[src/rtl/xgmii_rx_monitor.sv]
// XGMII receive monitor: tracks Start/Terminate framing, checks length and control errors, counts frames.
// Define RX_OCTET_CNT_EN to add the 48-bit good-octet counter port octet_cnt.
module xgmii_rx_monitor #(
   parameter int MIN_LEN = 64,
   parameter int MAX_LEN = 1522
) (
   input  logic        xgmii_clk,
   input  logic        sys_rst,
   input  logic [63:0] xgmii_rxd,
   input  logic [7:0]  xgmii_rxc,
   input  logic        clear,
   output logic        rx_active,
   output logic        frame_pulse,
   output logic        err_pulse,
   output logic [31:0] frame_cnt,
   output logic [31:0] err_cnt,
   output logic [15:0] last_len
`ifdef RX_OCTET_CNT_EN
   ,
   output logic [47:0] octet_cnt
`endif
);

   localparam logic [7:0]  C_START = 8'hFB;
   localparam logic [7:0]  C_TERM  = 8'hFD;
   localparam logic [7:0]  C_ERR   = 8'hFE;
   localparam logic [15:0] L_MIN   = 16'(MIN_LEN);
   localparam logic [15:0] L_MAX   = 16'(MAX_LEN);

   typedef enum logic [1:0] {
      S_IDLE = 2'd0,
      S_PRE  = 2'd1,
      S_DATA = 2'd2
   } state_t;

   state_t      r_state;
   state_t      w_state_nxt;
   state_t      w_rs_state;
   logic [15:0] r_len;
   logic [15:0] w_len_nxt;
   logic        r_bad;
   logic        w_bad_nxt;
   logic        w_rs_bad;
   logic        r_rx_active;
   logic        r_frame_pulse;
   logic        r_err_pulse;
   logic [31:0] r_frame_cnt;
   logic [31:0] r_err_cnt;
   logic [15:0] r_last_len;
   logic [7:0]  w_term;
   logic [7:0]  w_err;
   logic [7:0]  w_mask;
   logic        w_s0;
   logic        w_s4;
   logic [3:0]  w_term_pos;
   logic [3:0]  w_end_pos;
   logic [16:0] w_sum;
   logic [15:0] w_len_sum;
   logic        w_len_bad;
   logic        w_mark;
   logic        w_end;
   logic        w_end_bad;
   logic [15:0] w_end_len;

   assign w_s0 = xgmii_rxc[0] && (xgmii_rxd[7:0] == C_START);
   assign w_s4 = xgmii_rxc[4] && (xgmii_rxd[39:32] == C_START);

   // Per-lane control character decode
   always_comb begin
      w_term = 8'd0;
      w_err  = 8'd0;
      for (int i = 0; i < 8; i++) begin
         w_term[i] = xgmii_rxc[i] && (xgmii_rxd[8*i +: 8] == C_TERM);
         w_err[i]  = xgmii_rxc[i] && (xgmii_rxd[8*i +: 8] == C_ERR);
      end
   end

   // Where the current frame's octets stop in this word, and the resulting length
   always_comb begin
      w_term_pos = 4'd8;
      for (int i = 7; i >= 0; i--) begin
         w_term_pos = w_term[i] ? 4'(i) : w_term_pos;
      end
      if (w_s0) begin
         w_end_pos = 4'd0;
      end else if (w_s4 && (w_term_pos > 4'd4)) begin
         w_end_pos = 4'd4;
      end else begin
         w_end_pos = w_term_pos;
      end
      w_mask = 8'd0;
      for (int i = 0; i < 8; i++) begin
         w_mask[i] = (4'(i) < w_end_pos);
      end
      // Any control inside the frame region is a bad mark; a Terminate can only sit at or past w_end_pos
      w_mark    = |(xgmii_rxc & w_mask);
      w_sum     = {1'b0, r_len} + {13'd0, w_end_pos};
      w_len_sum = w_sum[16] ? 16'hFFFF : w_sum[15:0];
      w_len_bad = (w_len_sum < L_MIN) || (w_len_sum > L_MAX);
      w_rs_state = w_s0 ? S_DATA : S_PRE;
      w_rs_bad   = w_s0 ? (|w_err[7:1]) : (|w_err[7:5]);
   end

   // Frame FSM next state, length accumulation and end-of-frame classification
   always_comb begin
      w_state_nxt = r_state;
      w_len_nxt   = r_len;
      w_bad_nxt   = r_bad;
      w_end       = 1'b0;
      w_end_bad   = 1'b0;
      w_end_len   = r_len;
      case (r_state)
         S_IDLE: begin
            if (w_s0 || w_s4) begin
               w_state_nxt = w_rs_state;
               w_len_nxt   = 16'd0;
               w_bad_nxt   = w_rs_bad;
            end else begin
               w_state_nxt = S_IDLE;
            end
         end
         S_PRE: begin
            if (w_s0 || w_s4) begin
               w_end       = 1'b1;
               w_end_bad   = 1'b1;
               w_end_len   = r_len;
               w_state_nxt = w_rs_state;
               w_len_nxt   = 16'd0;
               w_bad_nxt   = w_rs_bad;
            end else begin
               // Lanes 0-3 finish the preamble and SFD; lanes 4-7 are the first data octets
               w_state_nxt = S_DATA;
               w_len_nxt   = 16'd4;
               w_bad_nxt   = r_bad | (|w_err) | (|xgmii_rxc[7:4]);
            end
         end
         S_DATA: begin
            if (w_s0 || (w_s4 && (w_term_pos > 4'd4))) begin
               w_end       = 1'b1;
               w_end_bad   = 1'b1;
               w_end_len   = w_len_sum;
               w_state_nxt = w_rs_state;
               w_len_nxt   = 16'd0;
               w_bad_nxt   = w_rs_bad;
            end else if (w_term_pos != 4'd8) begin
               w_end       = 1'b1;
               w_end_bad   = r_bad | w_mark | w_len_bad;
               w_end_len   = w_len_sum;
               w_state_nxt = S_IDLE;
               w_len_nxt   = 16'd0;
               w_bad_nxt   = 1'b0;
            end else begin
               w_len_nxt = w_len_sum;
               w_bad_nxt = r_bad | w_mark;
            end
         end
         default: begin
            w_state_nxt = S_IDLE;
            w_len_nxt   = 16'd0;
            w_bad_nxt   = 1'b0;
         end
      endcase
   end

   // FSM state, frame accumulators and per-frame output strobes
   always_ff @(posedge xgmii_clk) begin
      if (sys_rst) begin
         r_state       <= S_IDLE;
         r_len         <= 16'd0;
         r_bad         <= 1'b0;
         r_rx_active   <= 1'b0;
         r_frame_pulse <= 1'b0;
         r_err_pulse   <= 1'b0;
         r_last_len    <= 16'd0;
      end else begin
         r_state       <= w_state_nxt;
         r_len         <= w_len_nxt;
         r_bad         <= w_bad_nxt;
         r_rx_active   <= (r_state != S_IDLE);
         r_frame_pulse <= w_end && !w_end_bad;
         r_err_pulse   <= w_end && w_end_bad;
         r_last_len    <= w_end ? w_end_len : r_last_len;
      end
   end

   // Event counters; clear takes priority over a coincident increment
   always_ff @(posedge xgmii_clk) begin
      if (sys_rst || clear) begin
         r_frame_cnt <= 32'd0;
         r_err_cnt   <= 32'd0;
      end else begin
         r_frame_cnt <= r_frame_cnt + {31'd0, (w_end && !w_end_bad)};
         r_err_cnt   <= r_err_cnt + {31'd0, (w_end && w_end_bad)};
      end
   end

`ifdef RX_OCTET_CNT_EN
   logic [47:0] r_octet_cnt;

   // Good-frame octet total
   always_ff @(posedge xgmii_clk) begin
      if (sys_rst || clear) begin
         r_octet_cnt <= 48'd0;
      end else if (w_end && !w_end_bad) begin
         r_octet_cnt <= r_octet_cnt + {32'd0, w_end_len};
      end else begin
         r_octet_cnt <= r_octet_cnt;
      end
   end

   assign octet_cnt = r_octet_cnt;
`endif

   assign rx_active   = r_rx_active;
   assign frame_pulse = r_frame_pulse;
   assign err_pulse   = r_err_pulse;
   assign frame_cnt   = r_frame_cnt;
   assign err_cnt     = r_err_cnt;
   assign last_len    = r_last_len;

endmodule

[config.mk]
export PLATFORM = sky130hd
export DESIGN_NAME = xgmii_rx_monitor
export DESIGN_NICKNAME = d
export VERILOG_FILES = /design/src/rtl/xgmii_rx_monitor.sv
export SDC_FILE = /design/constraint.sdc
export NUM_CORES = 1
export LEC_CHECK = 0
export ABC_AREA = 1
export CELL_PAD_IN_SITES_DETAIL_PLACEMENT = 0
export CELL_PAD_IN_SITES_GLOBAL_PLACEMENT = 1
export CORE_UTILIZATION = 31
export DETAILED_ROUTE_END_ITERATION = 10
export PLACE_DENSITY = 0.76
export SLEW_MARGIN = 20
export SYNTH_ARGS = -nofsm -noshare
export SYNTH_HDL_FRONTEND = slang
export SYNTH_SLANG_ARGS = --single-unit
[constraint.sdc]
create_clock -name xgmii_clk -period 6.5 [get_ports xgmii_clk]
set_input_delay 1.3 -clock xgmii_clk [delete_from_list [all_inputs] [get_ports xgmii_clk]]
set_output_delay 1.3 -clock xgmii_clk [all_outputs]
set_load 0.05 [all_outputs]
==> qor.csv, run 1 <==
stage,metric,value,unit
clocking,root_buffer,clkbuf_16,
clocking,clk_pin_slew,80,ps
floorplanning,initial_core_util,31.6,%
layout,drive_gt1_share,37.2,%
worst_hold_path,hold_depth,2,
yosys,synth_fp_nets,987,
worst_setup_path,path_max_fanout,2,
floorplanning,dieArea,0.0196,mm2
outcome,status,"finished, violations left",
route,drt_wl_total,22900,um
pwr,p_total,1.35,mW
floorplanning,fp.dieH,140,um
layout,finalNetCount,1469,
worst_hold_path,min_to,err_cnt[31],
route,drc_errors,0,
layout,n_fill_cell,1671,
yosys,synth_commonest_cells,"nand2_1, inv_1, nor2_1",
floorplanning,dieWidth,140,um
floorplanning,design.core.area,0.0187,mm2
route,vias_per_cell,4.70,
sta,drv_slew,0,
route,firstDrtPassIters,7,
sta,tightest_slew,1150,ps
route,vias,7614,
clocking,cts_tree,done,
global_route,grt_max_degree,40,
yosys,synth_edf_count,0,
layout,fin_util,57.5,%
layout,area_growth,82.2,%
flow_run,max_cap_viol_count,0,
sta,finalSetupTns,-35.9,ps
placement,dp_slack,-812,ps
sta,rsz0062_at_grt,yes,
worst_setup_path,worst-endpoint-arrival,6820,ps
layout,diodes,0,
sta,skew,13.4,ps
worst_setup_path,reg2reg_depth,44,
clocking,ctsHtreeMaxLevel,3,
worst_setup_path,cp_slowest_stage_delay,230,ps
sta,finalHoldViolations,0,
global_route,grt_usage,23.0,%
sta,slew-limit-headroom,23.0,%
yosys,synth_cells,899,
placement,dp_hpwl,13800,um
worst_hold_path,min_from,err_cnt[31],
yosys,yosys-top-cells-area,"dfxtp_1, nand2_1, inv_1",
worst_setup_path,critPathKind,input pin to register,
clocking,worstSkewPairLatency,350,ps
clocking,cts_made_buffers,9,
global_route,antenna_found_initial,0,
placement,gp_congestion,0.844,
worst_setup_path,cp-end-kind,register,
yosys,async_reset_ff_share,0,%
yosys,synth.avg_cell_area,6.57,um2
pwr,powerDensity,125,mW/mm2
worst_setup_path,cpMostUsedCell,buf_4,
worst_setup_path,worstReg2RegStart,r_len[0],
sta,setup_ws,-35.9,ps
placement,portBuffers,157,
sta,fmax,153,MHz
worst_setup_path,crit_required,6780,ps
outcome,failed_checks,setup timing,
yosys,yosys.cell_count.top_type,nand2_1,
yosys,synth_cell_types,47,
worst_setup_path,critPathBufInv,36,
clocking,clock_path_buffers,2,
worst_setup_path,ff2ff_setup_slack,1600,ps
route,drtAntennaViolNets,0,
clocking,clock_sinks,102,
sta,period_minus_slack,6540,ps
worst_setup_path,cp_top_family,buffers and inverters,
yosys,synth-seq-cells,102,
pwr,irDropWorstVdd,158,uV
pwr,p_leak,4.88,nW
yosys,yosys_warnings,0,
yosys,ys_seq_area_share,34.6,%
global_route,first_global_vias,7518,
sta,setup_violations,1,
yosys,synth_top_area_share,34.6,%
yosys,synth_area,0.00591,mm2
global_route,grt_pass1_wl,36400,um
yosys,yosys_most_used_dff,dfxtp_1,
yosys,synth.largest_area_cell,dfxtp_1,
global_route,grt_overflow,0,
floorplanning,rows,50,
worst_setup_path,slowest_stage,clkdlybuf4s15_1,
worst_setup_path,reg2reg_to,frame_cnt[14],
worst_setup_path,start_kind,input pin,
worst_hold_path,hp-class,register to register,
route,drtIter0Drc,399,
floorplanning,ios,158,
sta,period_share,101,%
route,routedWlPerCell,14.1,um
==> placed cells by master, fill, tap and decap left out, types with 17 or more instances in the layout <==
| cell | instances |
|---|---|
| dlymetal6s2s_1 | 29 |
| clkdlybuf4s50_1 | 84 |
| clkbuf_2 | 35 |
| a21oi_1 | 60 |
| nor3_1 | 27 |
| nand2_1 | 208 |
| o21ai_0 | 44 |
| nor2_1 | 86 |
| nor2_4 | 19 |
| inv_1 | 114 |
| nand3_1 | 26 |
| nor2_2 | 17 |
| nand2_2 | 33 |
| dfxtp_1 | 102 |
| buf_4 | 326 |
==> report_power, final <==
group / switching (mW) / internal (mW) / leakage [nW]
Combinational: 0.0737 / 0.114 / 3.93
Sequential: 0.000143 / 0.624 / 0.821
Clock: 0.269 / 0.267 / 0.129
Total: 0.343 / 1.01 / 4.88
==> metrics by stage <==
step | hold WS, ps | cells | area [um2]
2_1_floorplan | 459 | 899 | 5910
3_3_place_gp | 453 | 1381 | 8520
3_5_place_dp | 457 | 1381 | 8520
4_1_cts | 470 | 1602 | 10400
5_1_grt | 499 | 1620 | 10800
6_report | 465 | 1620 | 10800
==> tightest hold or removal path: stages, from the launching register on <==
cell     delay [ps]
dfxtp_1         310
inv_1            60
a21oi_1          50
==> cells by family after synthesis <==
kind of cell,share of synthesized area [%]
buffers and inverters,9.25
XOR/XNOR,1.48
flip-flops,34.6
adder cells (fa/ha/maj),2.88
AND/OR/NAND/NOR,38.0
AO/OA/AOI/OAI,13.8
==> timing repair <==
item                                    4_1_cts  5_1_grt
buffers inserted                            205       23
gates resized for setup                      87      177
pin swaps                                    52       66
hold buffers                                  0        0
endpoints found under the setup margin       23       35
hold endpoints to repair                      0        0
==> metal layers <==
layer / track usage, % / part of all wire, %
met5: 0 / 0
met4: 10.1 / 4.1
met1: 27.9 / 44
met2: 39.9 / 48
met3: 3.93 / 4.5
==> registers in the layout (all words and copies together), names as in the netlist <==
name and cells:
frame_cnt 32, err_pulse 1, last_len 16, err_cnt 32, frame_pulse 1, r_len 16
r_bad 1, r_state 2, rx_active 1
==> how the worst max path moves through the flow <==
stage / startpoint / endpoint / slack (ps) / cells past startpoint
after floorplan: xgmii_rxd[5] / err_cnt[28] / 20 / 50
after global placement: xgmii_rxd[6] / frame_cnt[28] / -700 / 52
after detailed placement: xgmii_rxd[6] / frame_cnt[28] / -810 / 51
after CTS: xgmii_rxd[31] / frame_cnt[30] / 1 / 53
after global routing: xgmii_rxd[19] / frame_cnt[30] / -400 / 53
final: xgmii_rxd[19] / r_bad / -40 / 46
==> area by class of cell <==
cell class,instances,area [um2],area share [%]
timing repair buffer,490,3990,37.1
tap,234,293,2.72
clock inverter,6,53.8,0.500
inverter,125,472,4.38
multi-input combinational,653,3680,34.2
clock buffer,10,229,2.13
sequential,102,2040,19.0
No activity file was read; power rests on OpenSTA's default activity.
==> run 2, diff against run 1 <==
Settings changed: CORE_UTILIZATION 31 to 40, DONT_BUFFER_PORTS set to 1, PLACE_DENSITY 0.76 to 0.74.
==> qor.csv, run 2 (synthesis results as in run 1) <==
stage,metric,value,unit,change
outcome,status,"complete, no violations",,"was finished, violations left"
floorplanning,fp.dieH,124,um,was 140 um
floorplanning,rows,44,,was 50
worst_hold_path,min_to,r_len[5],,was err_cnt[31]
global_route,grt_max_degree,40,,unchanged
placement,portBuffers,0,,was 157
flow_run,max_cap_viol_count,0,,unchanged
route,routedWlPerCell,13.4,um,was 14.1 um
worst_setup_path,start_kind,input pin,,unchanged
layout,drive_gt1_share,26.5,%,was 37.2%
route,vias,6148,,"was 7,614"
sta,setup_ws,6.08,ps,was -35.9 ps
clocking,root_buffer,clkbuf_16,,unchanged
worst_setup_path,reg2reg_depth,41,,was 44
clocking,ctsHtreeMaxLevel,3,,unchanged
worst_setup_path,reg2reg_to,err_cnt[28],,was frame_cnt[14]
global_route,use_met2,37.5,%,was 39.9%
sta,drv_slew,0,,unchanged
placement,dp_slack,-472,ps,was -812 ps
worst_setup_path,worst-endpoint-arrival,6740,ps,was 6820 ps
worst_hold_path,min_from,r_len[5],,was err_cnt[31]
pwr,p_leak,3.15,nW,was 4.88 nW
clocking,clk_pin_slew,70,ps,was 80 ps
placement,gp_congestion,0.898,,was 0.844
pwr,powerDensity,157,mW/mm2,was 125 mW/mm2
worst_setup_path,crit_required,6750,ps,was 6780 ps
floorplanning,ios,158,,unchanged
clocking,clock_path_buffers,2,,unchanged
sta,finalSetupTns,0,ps,was -35.9 ps
layout,diodes,0,,unchanged
worst_setup_path,critPathKind,input pin to register,,unchanged
worst_hold_path,hold_depth,2,,unchanged
floorplanning,design.core.area,0.0145,mm2,was 0.0187 mm2
global_route,grt_usage,20.8,%,was 23.0%
clocking,holdBufCountCts,0,,unchanged
sta,fin_hold_ws,485,ps,was 465 ps
sta,finalHoldViolations,0,,unchanged
route,drt_wl_total,16300,um,"was 22,900 um"
worst_setup_path,ff2ff_setup_slack,1350,ps,was 1600 ps
sta,setup_violations,0,,was 1
clocking,worstSkewPairLatency,340,ps,was 350 ps
sta,tightest_slew,932,ps,was 1150 ps
floorplanning,initial_core_util,40.8,%,was 31.6%
pwr,p_total,1.23,mW,was 1.35 mW
layout,area_growth,32.2,%,was 82.2%
worst_setup_path,path_max_fanout,5,,was 2
route,drc_errors,0,,unchanged
sta,period_share,99.9,%,was 101%
global_route,first_global_vias,5668,,"was 7,518"
sta,period_minus_slack,6490,ps,was 6540 ps
global_route,use_met3,5.40,%,was 3.93%
sta,fmax,154,MHz,was 153 MHz
worst_setup_path,cp_slowest_stage_delay,360,ps,was 230 ps
floorplanning,dieWidth,124,um,was 140 um
layout,final_cell_mix,"nand2_1, buf_4, inv_1",,"was buf_4, nand2_1, inv_1"
sta,rsz0062_at_grt,yes,,unchanged
placement,dp_hpwl,11800,um,"was 13,800 um"
clocking,clock_sinks,102,,unchanged
worst_setup_path,slowest_stage,fa_2,,was clkdlybuf4s15_1
worst_hold_path,hp-class,register to register,,unchanged
sta,slew-limit-headroom,37.5,%,was 23.0%
worst_setup_path,cp-end-kind,register,,unchanged
layout,mostFrequentLayoutCell,nand2_1,,was buf_4
floorplanning,dieArea,0.0153,mm2,was 0.0196 mm2
pwr,irDropWorstVdd,113,uV,was 158 uV
route,drtAntennaViolNets,0,,unchanged
layout,fin_util,53.9,%,was 57.5%
global_route,grt-busiest-layer,met2,,unchanged
worst_setup_path,worstReg2RegStart,r_len[0],,unchanged
clocking,cts_tree,done,,unchanged
global_route,grt_overflow,0,,unchanged
global_route,grt_use_met1,23.9,%,was 27.9%
route,vias_per_cell,5.06,,was 4.70
layout,finalNetCount,1114,,"was 1,469"
route,firstDrtPassIters,4,,was 7
worst_setup_path,cpMostUsedCell,nand2_1,,was buf_4
worst_setup_path,worstSetupStartpoint,xgmii_rxd[21],,was xgmii_rxd[19]
clocking,cts_made_buffers,9,,unchanged
global_route,antenna_found_initial,0,,unchanged
global_route,grt_pass1_wl,25300,um,"was 36,400 um"
sta,skew,10.7,ps,was 13.4 ps
route,drtIter0Drc,246,,was 399
==> run 2: cell count changes in the layout (fill, tap and decap cells not counted), sizes merged <==
cell,previous run,this run
buf,334,134
bufinv,0,1
clkbuf,45,12
clkdlybuf4s15,8,0
clkdlybuf4s50,84,0
clkinv,1,2
clkinvlp,3,1
dlymetal6s2s,29,0
inv,127,125
nand2,246,247
==> run 2: worst max-delay path, delay by kind of cell <==
kind	cells	cell delay [ps]
simple gates	39	4030
fa+ha+maj	4	770
buf+inv	6	480
compound gates	2	170
==> run 2: final cells by class <==
class	count	area, um2
Multi-Input combinational cell	654	3720
Inverter	125	472
Sequential cell	102	2040
Clock inverter	4	53.8
Clock buffer	12	256
Tap cell	184	230
Fill cell	1404	6670
Timing Repair Buffer	134	1040
==> run 2: how the worst max path moves through the flow <==
stage | cells after the start | slack, ps | end
6_report | 51 | 6 | err_cnt[28]
5_1_grt | 51 | -460 | frame_cnt[28]
3_5_place_dp | 50 | -470 | frame_cnt[28]
3_3_place_gp | 52 | -320 | frame_cnt[28]
2_1_floorplan | 50 | 20 | err_cnt[28]
4_1_cts | 54 | 9 | frame_cnt[30]
==> run 2: repair_timing <==
action | in CTS | in global routing
pin swaps | 17 | 36
cloned | 0 | 1
gates resized for setup | 21 | 89
setup endpoints to repair | 4 | 25
setup buffers | 24 | 20
==> run 2: power breakdown <==
part           total, mW  switching, mW  leakage [nW]  internal (mW)
sequential         0.625       0.000203         0.821          0.625
combinational     0.0442         0.0257          2.18         0.0185
clock              0.559          0.237         0.151          0.322
total               1.23          0.263          3.15          0.965
==> run 2: routing by layer <==
metal	share of wire [%]	vias up
li1	-	3167
met1	43	2860
met2	51	108
met3	4.8	13
met4	1.2	0
met5	0	-
==> run 2: per-stage QoR <==
stage | instances | instance area, um2
CTS | 1195 | 7320
detailed placement | 1155 | 6750
finish | 1215 | 7810
global placement | 1155 | 6750
global route | 1215 | 7810
floorplan | 899 | 5910
==> run 3, diff against run 2 <==
--- a/config.mk
+++ b/config.mk
@@ -13,4 +13,5 @@
 export DONT_BUFFER_PORTS = 1
 export PLACE_DENSITY = 0.74
+export SETUP_SLACK_MARGIN = 0.4
 export SLEW_MARGIN = 20
 export SYNTH_ARGS = -nofsm -noshare
==> constraint.sdc (replaced) <==
create_clock -name xgmii_clk -period 6.5 [get_ports xgmii_clk]
set_input_delay 1.3 -clock xgmii_clk [delete_from_list [all_inputs] [get_ports xgmii_clk]]
set_output_delay 1.3 -clock xgmii_clk [all_outputs]
set_load 0.02 [all_outputs]
==> qor.csv, run 3 (synthesis results as in run 1) <==
stage,metric,value,unit,change
pwr,powerDensity,141,mW/mm2,was 157 mW/mm2
worst_hold_path,hp-class,register to register,,unchanged
clocking,ctsHtreeMaxLevel,3,,unchanged
clocking,cts_tree,done,,unchanged
global_route,first_global_vias,6473,,"was 5,668"
worst_setup_path,critPathKind,input pin to register,,unchanged
layout,diodes,0,,unchanged
worst_setup_path,worstReg2RegStart,r_len[0],,unchanged
worst_setup_path,start_kind,input pin,,unchanged
sta,finalSetupTns,0,ps,unchanged
sta,slew-limit-headroom,35.3,%,was 37.5%
floorplanning,fp.dieH,124,um,unchanged
floorplanning,dieWidth,124,um,unchanged
sta,fin_hold_ws,476,ps,was 485 ps
pwr,pwr-share-seq,50.8,%,was 50.9%
clocking,holdBufCountCts,0,,unchanged
sta,finalHoldViolations,0,,unchanged
worst_hold_path,hold_depth,2,,unchanged
route,vias,6743,,"was 6,148"
layout,drive_gt1_share,34.1,%,was 26.5%
route,drt_wl_total,19300,um,"was 16,300 um"
layout,fin_util,60.3,%,was 53.9%
pwr,p_sw,0.285,mW,was 0.263 mW
outcome,status,"complete, no violations",,unchanged
clocking,clk_pin_slew,70,ps,about the same
sta,period_minus_slack,6480,ps,was 6490 ps
worst_setup_path,reg2reg_to,err_cnt[21],,was err_cnt[28]
floorplanning,design.core.area,0.0145,mm2,unchanged
worst_hold_path,min_from,r_len[5],,unchanged
floorplanning,rows,44,,unchanged
worst_setup_path,worst-endpoint-arrival,6760,ps,was 6740 ps
sta,setup_ws,20.6,ps,was 6.08 ps
sta,skew,12.7,ps,was 10.7 ps
sta,period_share,99.7,%,was 99.9%
placement,placed_area,0.00680,mm2,was 0.00675 mm2
flow_run,max_cap_viol_count,0,,unchanged
layout,n_fill_cell,1304,,"was 1,404"
pwr,p_leak,3.60,nW,was 3.15 nW
global_route,grt_pass1_wl,29600,um,"was 25,300 um"
pwr,netSwitchingFraction,23.2,%,was 21.4%
sta,drv_slew,0,,unchanged
global_route,grt_overflow,0,,unchanged
floorplanning,dieArea,0.0153,mm2,unchanged
layout,area_growth,47.6,%,was 32.2%
worst_setup_path,cp_slowest_stage_delay,190,ps,was 360 ps
layout,postLayoutCellArea,0.00872,mm2,was 0.00781 mm2
clocking,clock_sinks,102,,unchanged
pwr,p_comb_share,3.7,%,was 3.6%
layout,finalNetCount,1198,,"was 1,114"
placement,dp_hpwl,12300,um,"was 11,800 um"
layout,instances_no_fill,1299,,"was 1,215"
worst_setup_path,cp-end-kind,register,,unchanged
sta,fmax,154,MHz,about the same
placement,dp_slack,-384,ps,was -472 ps
floorplanning,ios,158,,unchanged
worst_hold_path,min_to,r_len[5],,unchanged
global_route,grt_usage,24.6,%,was 20.8%
worst_setup_path,reg2reg_depth,42,,was 41
worst_setup_path,path_max_fanout,2,,was 5
worst_setup_path,slowest_stage,o31ai_2,,was fa_2
clocking,cts_made_buffers,9,,unchanged
layout,mostFrequentLayoutCell,nand2_1,,unchanged
placement,portBuffers,0,,unchanged
placement,dpl.cell_count,1150,,"was 1,155"
pwr,p_int,0.944,mW,was 0.965 mW
route,drtAntennaViolNets,0,,unchanged
sta,tightest_slew,964,ps,was 932 ps
route,drc_errors,0,,unchanged
route,firstDrtPassIters,5,,was 4
pwr,irDropWorstVdd,121,uV,was 113 uV
sta,rsz0062_at_grt,yes,,unchanged
worst_setup_path,cpMostUsedCell,buf_4,,was nand2_1
pwr,power.share.clock,45.4,%,was 45.5%
layout,final_cell_mix,"nand2_1, buf_4, inv_1",,unchanged
clocking,worstSkewPairLatency,360,ps,was 340 ps
clocking,root_buffer,clkbuf_16,,unchanged
placement,gp_congestion,0.874,,was 0.898
sta,setup_violations,0,,unchanged
route,routedWlPerCell,14.9,um,was 13.4 um
clocking,clock_path_buffers,2,,unchanged
worst_setup_path,ff2ff_setup_slack,1500,ps,was 1350 ps
route,vias_per_cell,5.19,,was 5.06
floorplanning,initial_core_util,40.8,%,unchanged
worst_setup_path,crit_required,6780,ps,was 6750 ps
global_route,antenna_found_initial,0,,unchanged
pwr,p_total,1.23,mW,about the same
route,drtIter0Drc,463,,was 246
global_route,grt_max_degree,40,,unchanged
## run 3: changes by cell type in the layout (fill, tap and decap cells not counted), sizes merged
cell / delta
clkinv: +2
inv: +1
nand2: -1
buf: +85
clkbuf: -3
## run 3: cell type report
class | count | area [um2] | share of cell area, %
Clock buffer | 9 | 225 | 2.58
Clock inverter | 7 | 72.6 | 0.832
Inverter | 125 | 492 | 5.64
Multi-Input combinational cell | 653 | 3860 | 44.2
Sequential cell | 102 | 2040 | 23.4
Tap cell | 184 | 230 | 2.64
Timing Repair Buffer | 219 | 1810 | 20.7
## run 3: repair_timing
item                                    in CTS  in global routing
buffers inserted                           108                 25
resized for setup                           63                106
endpoints found under the setup margin      16                 38
pin swaps                                   52                 38
hold endpoints to repair                     0                  0
## run 3: power groups by stage
stage	sequential (mW)	combinational, mW	clock (mW)
detailed placement	0.639	0.0408	0
CTS	0.624	0.0431	0.570
global route	0.624	0.0518	0.598
floorplan	0.639	0.0311	0
finish	0.625	0.0460	0.558
global placement	0.639	0.0396	0
## run 3: how the worst max path moves through the flow
stage                             start             to  slack (ps)  depth (start not counted)
after floorplan            xgmii_rxd[5]  frame_cnt[28]         150                         50
after global placement    xgmii_rxd[61]  frame_cnt[28]        -260                         51
after detailed placement  xgmii_rxd[61]  frame_cnt[30]        -380                         52
after CTS                 xgmii_rxd[37]     r_state[0]         200                         46
after global routing      xgmii_rxd[17]  frame_cnt[30]        -330                         51
final                     xgmii_rxd[38]     r_state[0]          20                         46
## run 3: worst max-delay path: cells and delay by family
| family | cells | cell delay [ps] |
|---|---|---|
| buf+inv | 39 | 4720 |
| simple gates | 5 | 420 |
| compound gates | 2 | 310 |
## run 3: metal layers
| layer | vias to the layer above | share of wire (%) | GRT usage (%) |
|---|---|---|---|
| met5 | - | 0 | 0 |
| met4 | 0 | 2.6 | 9.64 |
| met3 | 44 | 5.5 | 5.07 |
| li1 | 3334 | - | - |
| met1 | 3153 | 40 | 27.7 |
| met2 | 212 | 52 | 44.9 |
